**config.mk**
```make
export PLATFORM = sky130hd
export DESIGN_NAME = l0_cache_inval_ctrl_flat
export DESIGN_NICKNAME = d
export VERILOG_FILES = /design/src/rtl/l0_cache_inval_ctrl_if.sv /design/src/rtl/l0_cache_inval_ctrl.sv /design/src/flat_wrapper.sv
export SDC_FILE = /design/constraint.sdc
export NUM_CORES = 1
export LEC_CHECK = 0
export ABC_AREA = 0
export CORE_AREA = 2 2 73 75
export DETAILED_ROUTE_END_ITERATION = 10
export DIE_AREA = 0 0 75 77
export PLACE_DENSITY_LB_ADDON = 0.3
export SKIP_CTS_REPAIR_TIMING = 1
export SYNTH_ARGS = -nofsm -noshare
export SYNTH_HDL_FRONTEND = slang
export SYNTH_SLANG_ARGS = --single-unit
export TNS_END_PERCENT = 50
```
**constraint.sdc**
```tcl
create_clock -name i_clk -period 2.5 [get_ports i_clk]
set_input_delay 0.25 -clock i_clk [delete_from_list [all_inputs] [get_ports i_clk]]
set_output_delay 0.25 -clock i_clk [all_outputs]
set_load 0.02 [all_outputs]
```
**src/rtl/l0_cache_inval_ctrl_if.sv**
```systemverilog
// rtl/l0_cache_inval_ctrl_if.sv - request/clear/status bundle between pipeline side and the L0 invalidation sequencer
interface l0_cache_inval_ctrl_if #(
    parameter int CACHE_DEPTH = 128
) ();
    localparam int IW = $clog2(CACHE_DEPTH);

    logic          i_flush_req;
    logic          i_inval_valid;
    logic [IW-1:0] i_inval_index;
    logic          o_inval_ready;
    logic          i_cache_write_active;
    logic          o_clear_we;
    logic [IW-1:0] o_clear_index;
    logic          o_busy;
    logic          o_stall_req;
    logic          o_flush_done;

    modport master (
        output i_flush_req, i_inval_valid, i_inval_index, i_cache_write_active,
        input  o_inval_ready, o_clear_we, o_clear_index, o_busy, o_stall_req, o_flush_done
    );

    modport slave (
        input  i_flush_req, i_inval_valid, i_inval_index, i_cache_write_active,
        output o_inval_ready, o_clear_we, o_clear_index, o_busy, o_stall_req, o_flush_done
    );
endinterface

```
**src/rtl/l0_cache_inval_ctrl.sv**
```systemverilog
// rtl/l0_cache_inval_ctrl.sv - L0 valid-bit clear sequencer: full sweeps plus queued single-line invalidations
module l0_cache_inval_ctrl #(
    parameter int CACHE_DEPTH  = 128,
    parameter int FIFO_DEPTH   = 4,
    parameter int STARVE_LIMIT = 8
) (
    input  logic                  i_clk,
    input  logic                  i_rst,
    l0_cache_inval_ctrl_if.slave  bus
);
    localparam int IW = $clog2(CACHE_DEPTH);
    localparam int FW = $clog2(FIFO_DEPTH);
    localparam int SW = $clog2(STARVE_LIMIT + 1);

    typedef enum logic {ST_IDLE, ST_SWEEP} state_t;

    state_t        state_q, state_d;
    logic [IW-1:0] sweep_idx_q, sweep_idx_d;
    logic          pending_q, pending_d;
    logic          requested_q, requested_d;
    logic [SW-1:0] starve_q, starve_d;
    logic          stall_q, stall_d;
    logic          done_q, done_d;
    logic [FW:0]   wr_ptr_q, rd_ptr_q;
    logic [IW-1:0] fifo_mem [FIFO_DEPTH];

    logic          fifo_empty, fifo_full, push, pop, sweep_entry;
    logic          clear_we;
    logic [IW-1:0] clear_index;

    assign fifo_empty = (wr_ptr_q == rd_ptr_q);
    assign fifo_full  = (wr_ptr_q[FW] != rd_ptr_q[FW]) && (wr_ptr_q[FW-1:0] == rd_ptr_q[FW-1:0]);
    assign push       = bus.i_inval_valid && !fifo_full && !i_rst;

    always_comb begin
        state_d     = state_q;
        sweep_idx_d = sweep_idx_q;
        pending_d   = pending_q;
        requested_d = requested_q;
        starve_d    = starve_q;
        stall_d     = 1'b0;
        done_d      = 1'b0;
        pop         = 1'b0;
        sweep_entry = 1'b0;
        clear_we    = 1'b0;
        clear_index = fifo_mem[rd_ptr_q[FW-1:0]];

        case (state_q)
            ST_SWEEP: begin
                clear_we    = 1'b1;
                clear_index = sweep_idx_q;
                if (bus.i_flush_req) pending_d = 1'b1;
                if (&sweep_idx_q) begin
                    done_d = requested_q;
                    // A request collected during this sweep restarts immediately instead of idling.
                    if (pending_q || bus.i_flush_req) begin
                        sweep_entry = 1'b1;
                        requested_d = 1'b1;
                        pending_d   = 1'b0;
                        sweep_idx_d = '0;
                    end else begin
                        state_d = ST_IDLE;
                    end
                end else begin
                    sweep_idx_d = sweep_idx_q + 1'b1;
                end
            end
            default: begin
                if (!fifo_empty) begin
                    if (!bus.i_cache_write_active) begin
                        pop      = 1'b1;
                        clear_we = 1'b1;
                        starve_d = '0;
                    end else if (starve_q != SW'(STARVE_LIMIT)) begin
                        starve_d = starve_q + 1'b1;
                        stall_d  = (starve_q == SW'(STARVE_LIMIT - 1));
                    end
                end
                if (bus.i_flush_req) begin
                    sweep_entry = 1'b1;
                    state_d     = ST_SWEEP;
                    sweep_idx_d = '0;
                    requested_d = 1'b1;
                end
            end
        endcase

        if (sweep_entry) begin
            starve_d = '0;
            stall_d  = 1'b0;
        end
        if (i_rst) begin
            clear_we    = 1'b0;
            clear_index = '0;
            pop         = 1'b0;
        end
    end

    always_ff @(posedge i_clk) begin
        if (i_rst) begin
            state_q     <= ST_SWEEP;
            sweep_idx_q <= '0;
            pending_q   <= 1'b0;
            requested_q <= 1'b0;
            starve_q    <= '0;
            stall_q     <= 1'b0;
            done_q      <= 1'b0;
            wr_ptr_q    <= '0;
            rd_ptr_q    <= '0;
        end else begin
            state_q     <= state_d;
            sweep_idx_q <= sweep_idx_d;
            pending_q   <= pending_d;
            requested_q <= requested_d;
            starve_q    <= starve_d;
            stall_q     <= stall_d;
            done_q      <= done_d;
            if (push) wr_ptr_q <= wr_ptr_q + 1'b1;
            // Sweep entry drops only what was queued before this cycle; a same-cycle push survives.
            if (sweep_entry)  rd_ptr_q <= wr_ptr_q;
            else if (pop)     rd_ptr_q <= rd_ptr_q + 1'b1;
        end
    end

    always_ff @(posedge i_clk) begin
        if (push) fifo_mem[wr_ptr_q[FW-1:0]] <= bus.i_inval_index;
    end

    assign bus.o_inval_ready = !fifo_full && !i_rst;
    assign bus.o_clear_we    = clear_we;
    assign bus.o_clear_index = clear_index;
    assign bus.o_busy        = i_rst || (state_q == ST_SWEEP);
    assign bus.o_stall_req   = stall_q;
    assign bus.o_flush_done  = done_q;
endmodule

```
**src/flat_wrapper.sv**
```systemverilog
// flat-port wrapper written by rule: the top's interface ports become plain ports
module l0_cache_inval_ctrl_flat 
#(
    parameter int CACHE_DEPTH  = 128,
    parameter int FIFO_DEPTH   = 4,
    parameter int STARVE_LIMIT = 8
)
  (i_clk, i_rst, bus_i_flush_req, bus_i_inval_valid, bus_i_inval_index, bus_i_cache_write_active, bus_o_inval_ready, bus_o_clear_we, bus_o_clear_index, bus_o_busy, bus_o_stall_req, bus_o_flush_done);
  l0_cache_inval_ctrl_if #(.CACHE_DEPTH(CACHE_DEPTH)) bus_i ();
  input  logic i_clk;
  input  logic i_rst;
  input wire logic [$bits(bus_i.i_flush_req)-1:0] bus_i_flush_req;
  input wire logic [$bits(bus_i.i_inval_valid)-1:0] bus_i_inval_valid;
  input wire logic [$bits(bus_i.i_inval_index)-1:0] bus_i_inval_index;
  input wire logic [$bits(bus_i.i_cache_write_active)-1:0] bus_i_cache_write_active;
  output wire logic [$bits(bus_i.o_inval_ready)-1:0] bus_o_inval_ready;
  output wire logic [$bits(bus_i.o_clear_we)-1:0] bus_o_clear_we;
  output wire logic [$bits(bus_i.o_clear_index)-1:0] bus_o_clear_index;
  output wire logic [$bits(bus_i.o_busy)-1:0] bus_o_busy;
  output wire logic [$bits(bus_i.o_stall_req)-1:0] bus_o_stall_req;
  output wire logic [$bits(bus_i.o_flush_done)-1:0] bus_o_flush_done;
  assign bus_i.i_flush_req = bus_i_flush_req;
  assign bus_i.i_inval_valid = bus_i_inval_valid;
  assign bus_i.i_inval_index = bus_i_inval_index;
  assign bus_i.i_cache_write_active = bus_i_cache_write_active;
  assign bus_o_inval_ready = bus_i.o_inval_ready;
  assign bus_o_clear_we = bus_i.o_clear_we;
  assign bus_o_clear_index = bus_i.o_clear_index;
  assign bus_o_busy = bus_i.o_busy;
  assign bus_o_stall_req = bus_i.o_stall_req;
  assign bus_o_flush_done = bus_i.o_flush_done;
  l0_cache_inval_ctrl #(.CACHE_DEPTH(CACHE_DEPTH), .FIFO_DEPTH(FIFO_DEPTH), .STARVE_LIMIT(STARVE_LIMIT)) u_core (.i_clk(i_clk), .i_rst(i_rst), .bus(bus_i));
endmodule
```
* Word-level counts from Yosys, hierarchy flattened *
Memory sizes are Yosys's and may differ from the RTL's. A register that Yosys moved wholly into a read port is not among the register bits.
Index checks and enable logic that the tools add are counted.

word-level totals
  output and inout port bits = 12
  register bits = 22
  RAM bits = 28
  memories = 1
  word-level logic and storage cells = 78

memories
  name             depth  bits a word  rd ports  clocked after Yosys merged registers in  wr ports  RTL line                   source
  u_core.fifo_mem  4      7            1         1                                        1         l0_cache_inval_ctrl.sv:25  logic [IW-1:0] fifo_mem [FIFO_DEPTH];

cells by class
  bitwise operators = 5
  muxes and demuxes = 33
  reduce and logical (&&, ||, !) cells = 17
  add/subtract/negate cells = 4
  equal/unequal tests = 9

operators with widths
  cell                 number
  $mux 7               6
  $mux 1               21
  $mux 4               2
  $add 7x1->7 const B  1
  $reduce_and 7->1     1
  $add 3x1->3 const B  2
  $mux 3               2
  $reduce_and 3->1     2
  $reduce_or 6->1      1
  $not 1->1            5
  $add 4x1->4 const B  1
  $eq 4x3->1 const B   1
  $logic_and 1x1->1    4
  $mux 2               2
  $ne 2x2->1 const B   2
  $ne 4x4->1 const B   1
  $reduce_bool 2->1    2
  $eq 3x3->1           1
  $ne 3x3->1 const B   1
  $reduce_or 3->1      1
  $eq 2x2->1           1
  $logic_not 1->1      2
  $logic_or 1x1->1     2
  $ne 2x1->1 const B   1
  3 further kinds      3

* Longest topological paths before layout *
Gate-level depths: netlist (run 1).

  word-level depth = 8
  gate-level depth with buffers = 6
  mapped depth without buffers = 6

* Least setup slack after synthesis (run 1) *
OpenSTA, ideal clock, no wires.

  kind = register to register
  start point = register u_core.wr_ptr_q[0]
  end point = memory u_core.fifo_mem[0][0] in the netlist's numbering, enable pin
  cell stages (with the launch flop) = 4
  period minus slack after synthesis = 1.666 ns
  arrival = 1.340 ns
  setup slack = 0.834 ns
  path through = dfxtp_1 -> xnor2_2 -> a311oi_4 -> and2_1

between the ends
  cells in the longest elaborated chain, start to end = 7

RTL lines
  item                             RTL line                    source
  start, declared                  l0_cache_inval_ctrl.sv:24   logic [FW:0] wr_ptr_q, rd_ptr_q;
  start signal, assigned           l0_cache_inval_ctrl.sv:118  if (push) wr_ptr_q <= wr_ptr_q + 1'b1;
  $eq 2x2->1                       l0_cache_inval_ctrl.sv:32   assign fifo_full = (wr_ptr_q[FW] != rd_ptr_q[FW]) && (wr_ptr_q[FW-1:0] == rd_ptr_q[FW-1:0]);
  $logic_and 1x1->1                l0_cache_inval_ctrl.sv:32
  $logic_not 1->1                  l0_cache_inval_ctrl.sv:33   assign push = bus.i_inval_valid && !fifo_full && !i_rst;
  $logic_and 1x1->1 (2 in series)  l0_cache_inval_ctrl.sv:33
  $mux 1                           l0_cache_inval_ctrl.sv:126  if (push) fifo_mem[wr_ptr_q[FW-1:0]] <= bus.i_inval_index;
  $mux 1 (not written as such)     l0_cache_inval_ctrl.sv:126
  end, declared                    l0_cache_inval_ctrl.sv:25

Parallel ways exist; a longest one is shown, timed or not.

* Final worst setup path (run 1) *
  start point = register u_core.wr_ptr_q[0]
  end point = output bus_o_clear_we

between the ends
  cells in the longest elaborated chain, start to end = 4

RTL lines
  item           RTL line                   source
  $eq 3x3->1     l0_cache_inval_ctrl.sv:31  assign fifo_empty = (wr_ptr_q == rd_ptr_q);
  $mux 1         l0_cache_inval_ctrl.sv:69  if (!fifo_empty) begin
  $mux 1         l0_cache_inval_ctrl.sv:48  case (state_q)
  $mux 1         l0_cache_inval_ctrl.sv:92  if (i_rst) begin
  end, declared  flat_wrapper.sv:17         output wire logic [$bits(bus_i.o_clear_we)-1:0] bus_o_clear_we;

No other way between the ends.

==> results of run 1 <==
[cells in the mapped netlist (all sizes together)]
cell | n | area share (%)
nor4 | 1 | 0.26
and2 | 4 | 1.0
o21ai | 2 | 0.41
nand4b | 2 | 0.72
o21bai | 1 | 0.31
buf | 4 | 0.72
nor2 | 8 | 1.2
dfxtp | 24 | 20
or2 | 2 | 0.51
o32a | 2 | 0.82
nand2 | 22 | 3.4
a311oi | 6 | 3.4
a211oi | 3 | 0.92
o21a | 3 | 0.92
o31ai | 3 | 0.92
o41ai | 2 | 0.72
ha | 8 | 4.1
nand3 | 5 | 1.0
nand3b | 1 | 0.31
nand2b | 2 | 0.51
a221oi | 1 | 0.62
xnor2 | 8 | 3.5
and3 | 5 | 1.5
inv | 11 | 1.7
a31o | 1 | 0.36
nor3 | 7 | 1.4
o32ai | 1 | 0.36
or4 | 1 | 0.31
o2111ai | 2 | 0.72
edfxtp | 28 | 34
o22ai | 1 | 0.26
a21oi | 15 | 3.2
a31oi | 5 | 1.3
mux4 | 7 | 6.5
xor2 | 2 | 0.72
clkbuf | 5 | 0.77
and4b | 1 | 0.41
[routing by layer]
layer / global-route usage, % / up-vias / share of wire, %
li1: - / 828 / -
met1: 24.1 / 808 / 47
met2: 28.9 / 31 / 48
met3: 3.29 / 7 / 3.4
met4: 6.07 / 0 / 1.4
met5: 0 / - / 0
[where the power goes]
part,switching [µW],internal (µW)
registers,15.8,920
logic,70.0,60.6
clock network,299,206
total,385,1190
[logic make-up after synthesis]
family / share of synthesized area (%)
xor gates and xnor gates: 4.21
adders and majority gates: 4.10
buffers and inverters: 3.18
and+or+nand+nor: 12.6
AOI/OAI and AO/OA: 15.2
muxes: 6.46
DFF: 54.2
[worst register-to-register path, stage by stage, from the launching register on]
cell      delay [ps]
dfxtp_1          410
ha_1             270
and3_1           220
a21oi_1           90
buf_4            180
nor2_1           570
a221oi_2         150
[final timing paths]
check	to	slack [ps]	cells past startpoint
setup / recovery	bus_o_clear_we	140	5
hold / removal	u_core.requested_q	480	1
setup reg to reg	u_core.rd_ptr_q[2]	470	6
hold reg to reg	u_core.requested_q	480	1
[layout by cell type, fill, tap and decap left out, drive strengths merged]
cell type,synthesis,layout
dfxtp,24,24
nor3,7,7
o31ai,3,3
nand2,22,22
a211oi,3,3
clkinv,0,1
nand3,5,5
o21a,3,3
or2,2,2
and3,5,5
clkbuf,5,5
a221oi,1,1
a21oi,15,15
ha,8,8
nand4b,2,2
a31o,1,1
o2111ai,2,2
o32a,2,2
mux4,7,7
a31oi,5,5
o21bai,1,1
nor2,8,8
nand2b,2,2
o41ai,2,2
o22ai,1,1
nor4,1,1
or4,1,1
and2,4,4
inv,11,13
o32ai,1,1
xnor2,8,8
clkdlybuf4s50,0,23
edfxtp,28,28
xor2,2,2
and4b,1,1
a311oi,6,6
nand3b,1,1
buf,4,5
o21ai,2,2
[state kept, by name, summed over array words and instances (netlist names), named ones only]
register and cells:
u_core.wr_ptr_q 3, u_core.state_q 1, u_core.pending_q 1, u_core.bus.o_flush_done 1
u_core.rd_ptr_q 3, u_core.bus.o_stall_req 1, u_core.fifo_mem 28, u_core.starve_q 4
u_core.requested_q 1, u_core.sweep_idx_q 7
[per-stage QoR]
step                util, %  setup slack (ps)
floorplan                 -               834
global placement       55.7               383
detailed placement     55.7               377
CTS                    57.6              29.6
global route           57.6              29.1
finish                 57.6               135
[cell type report]
type / instances / area, µm² / share of cell area (%)
Multi-Input combinational cell: 134 / 1040 / 36.3
Clock buffer: 5 / 68.8 / 2.40
Timing Repair Buffer: 28 / 280 / 9.78
Clock inverter: 3 / 26.3 / 0.917
Tap cell: 70 / 87.6 / 3.06
Sequential cell: 52 / 1320 / 46.1
Inverter: 11 / 41.3 / 1.44
==> results_dict.tcl, run 1 <==
set metrics [dict create \
    place_inst 295 \
    dpl.hpwl_um 3210 \
    antenna_cells 0 \
    startpoint_type "flip-flop" \
    syn_inst 206 \
    cts_tree "built" \
    die_w_um 75 \
    layout.cells.non_filler 303 \
    nNetsFinal 252 \
    setup_tns_ps 0 \
    final-hold-violation-count 0 \
    grt_overflow_total 0 \
    grt_max_degree 31 \
    numClockSinks 52 \
    io_buffers 23 \
    required_ps 2250 \
    grt_usage_pct 18.0 \
    start_util_pct 49.0 \
    crit_family "buffers and inverters" \
    hold_ws_ps 475 \
    ys_ff_latch 52 \
    post_drt_wl_per_cell_um 15.0 \
    coreArea_mm2 0.00498 \
    ctsRootBufferMaster "clkbuf_8" \
    cp_slowest_stage_delay_ps 530 \
    synth_nets 226 \
    drive_gt1_share_pct 14.2 \
    grt_pass1_wl_um 7950 \
    wl_um 4550 \
    synth_warnings 0 \
    path_class "reg2out" \
    final_area_mm2 0.00287 \
    p_per_area_mw_per_mm2 548 \
    cp_num_buf_inv 1 \
    relSlewSlack_pct 49.9 \
    hold_path.class "reg2reg" \
    dpl-instance-area_mm2 0.00277 \
    cp_max_fo 8 \
    via_count 1674 \
    cp.arrival_ps 2110 \
    fin_crit_ps 2360 \
    cts_made_buffers 5 \
    htreeDepth 2 \
    fillers 439 \
    grt_antenna_before_repair 0 \
    cpMaxStageDelayCell "clkdlybuf4s50_1" \
    total_power_uw 1570 \
    outcome "finished clean" \
    worst_setup_path_end_kind "output port" \
    max_freq_mhz 423 \
    clk_latency_ps 310 \
    die_area_mm2 0.00578 \
    clk_pin_slew_ps 100 \
    avgSynthCellArea_um2 11.8 \
    grt_pass1_vias 1722 \
    area_delta_synth_final_pct 17.5 \
    path_common_cell "nor2_1" \
    clockBufferDepth 2 \
    rows 26 \
    worst_hold_startpoint "u_core.requested_q" \
    peakVddDrop_mv 0.431 \
    die_y_um 77 \
    antenna_left 0 \
    ys_types 44 \
    seq_area_frac_synth_pct 54.2 \
    synth_area_mm2 0.00244 \
    drv_slew 0 \
    reg2reg_from "u_core.sweep_idx_q[0]" \
    rsz0062_at_grt "no" \
    maxCapViolCount 0 \
    worstMarginPinSlew_ps 748 \
    setup_viol 0 \
    crit_chain "xnor2_2, a31oi_1, nor2_1, nor2_1, clkdlybuf4s50_1" \
    ios 24 \
    fin_crit_sh_pct 94.6 \
    drt-pass1-iter-count 4 \
    drc_errors 0 \
    leakage_uw 0.000939 \
    viasPerCell 5.52 \
    crit_start "u_core.wr_ptr_q[0]" \
    drt_iter0_drc 70 \
    fin_skew_ps 6.13 \
    gp_congestion 0.807 \
]
Power figures use the tool's default switching activity.
==> run 2: changes to the inputs <==
CTS_BUF_LIST = sky130_fd_sc_hd__clkbuf_4   (was default)
==> results_dict.tcl, run 2 (synthesis results as in run 1) <==
set metrics [dict create \
    outcome "finished clean" \
    numClockSinks 52 \
    rsz0062_at_grt "no" \
    final-hold-violation-count 0 \
    grt_overflow_total 0 \
    drc_errors 0 \
    drt_iter0_drc 74 \
    final_common_cell "edfxtp_1" \
    dpl.hpwl_um 3210 \
    clk_pin_slew_ps 160 \
    grt_pass1_vias 1714 \
    die_area_mm2 0.00578 \
    path_class "reg2out" \
    peakVddDrop_mv 0.372 \
    viasPerCell 5.46 \
    wl_um 4610 \
    final_cell_mix "edfxtp_1, clkdlybuf4s50_1, nand2_1, dfxtp_1, a21oi_1" \
    worst_hold_startpoint "u_core.requested_q" \
    maxCapViolCount 0 \
    coreArea_mm2 0.00498 \
    max_freq_mhz 423 \
    rows 26 \
    cpMaxStageDelayCell "clkdlybuf4s50_1" \
    via_count 1654 \
    cp_max_fo 8 \
    cp.arrival_ps 2110 \
    ctsRootBufferMaster "clkbuf_4" \
    largest_register_ffs 28 \
    die_w_um 75 \
    grt_max_degree 31 \
    startpoint_type "flip-flop" \
    crit_family "buffers and inverters" \
    grt_usage_pct 18.0 \
    crit_start "u_core.wr_ptr_q[1]" \
    cp_num_buf_inv 1 \
    reg2reg_from "u_core.sweep_idx_q[0]" \
    cts_tree "built" \
    drt-pass1-iter-count 4 \
    hold_path.class "reg2reg" \
    fin_skew_ps 4.09 \
    antenna_cells 0 \
    relSlewSlack_pct 50.7 \
    fin_crit_sh_pct 94.5 \
    path_common_cell "nor2_1" \
    die_y_um 77 \
    required_ps 2250 \
    setup_tns_ps 0 \
    io_buffers 23 \
    worstMarginPinSlew_ps 737 \
    cts_made_buffers 5 \
    drive_gt1_share_pct 14.6 \
    drv_slew 0 \
    clk_latency_ps 370 \
    setup_viol 0 \
    crit_chain "xnor2_4, a31oi_1, nor2_1, nor2_1, clkdlybuf4s50_1" \
    grt_antenna_before_repair 0 \
    clockBufferDepth 2 \
    post_drt_wl_per_cell_um 15.2 \
    grt_pass1_wl_um 7980 \
    start_util_pct 49.0 \
    antenna_left 0 \
    fin_crit_ps 2360 \
    area_delta_synth_final_pct 17.3 \
    htreeDepth 2 \
    gp_congestion 0.807 \
    worst_setup_path_end_kind "output port" \
    p_per_area_mw_per_mm2 515 \
    cp_slowest_stage_delay_ps 600 \
    nNetsFinal 252 \
    ios 24 \
    fin_util_pct 57.5 \
    leakage_uw 0.000930 \
]
[run 2: cell count changes in the layout (fill, tap and decap cells not counted)]
cell      previous run  this run
clkbuf_4             0         5
clkbuf_8             5         0
dfxtp_1             23        22
dfxtp_4              0         1
xnor2_2              2         0
xnor2_4              0         2
[run 2: path summary, 6_finish.rpt]
check	depth (start not counted)	slack, ps	end
setup / recovery	5	140	bus_o_clear_we
hold / removal	1	490	u_core.requested_q
setup reg to reg	6	460	u_core.rd_ptr_q[2]
hold reg to reg	1	490	u_core.requested_q
[run 2: metal layers]
metal  share of wire (%)  vias up  track usage [%]
li1                    -      827                -
met4                 1.1        0             4.46
met3                 4.0        6             4.47
met1                  45      785             24.5
met2                  49       36             28.7
met5                   0        -                0
[run 2: worst reg2reg max path, delay by kind of cell, from the launching register on]
kind | cells | cell delay [ps]
compound gates | 2 | 240
fa+ha+maj | 1 | 280
buf+inv | 1 | 180
flops | 1 | 440
simple gates | 2 | 790
[run 2: metrics by stage]
step | std cells | total power (µW) | setup WS [ps] | cell area [µm²] | hold slack [ps]
global placement | 295 | 1080 | 383 | 2770 | 442
floorplan | 206 | 1030 | 834 | 2440 | 349
CTS | 303 | 1490 | -61.4 | 2830 | 471
finish | 303 | 1470 | 137 | 2860 | 487
detailed placement | 295 | 1090 | 377 | 2770 | 456
global route | 303 | 1530 | 27.7 | 2860 | 472
[run 2: final cells by class]
type,instances,area (µm²)
clock buffers,5,37.5
flip-flops and latches,52,1330
repair buffers,28,280
well taps,70,87.6
clock inverters,3,26.3
inverters,11,41.3
multi-input cells,134,1060
fillers,433,2120
[run 2: power by group]
group	total, µW	internal, µW	switching (µW)
Clock	400	120	281
Sequential	938	920	18.2
Combinational	134	63.8	69.9
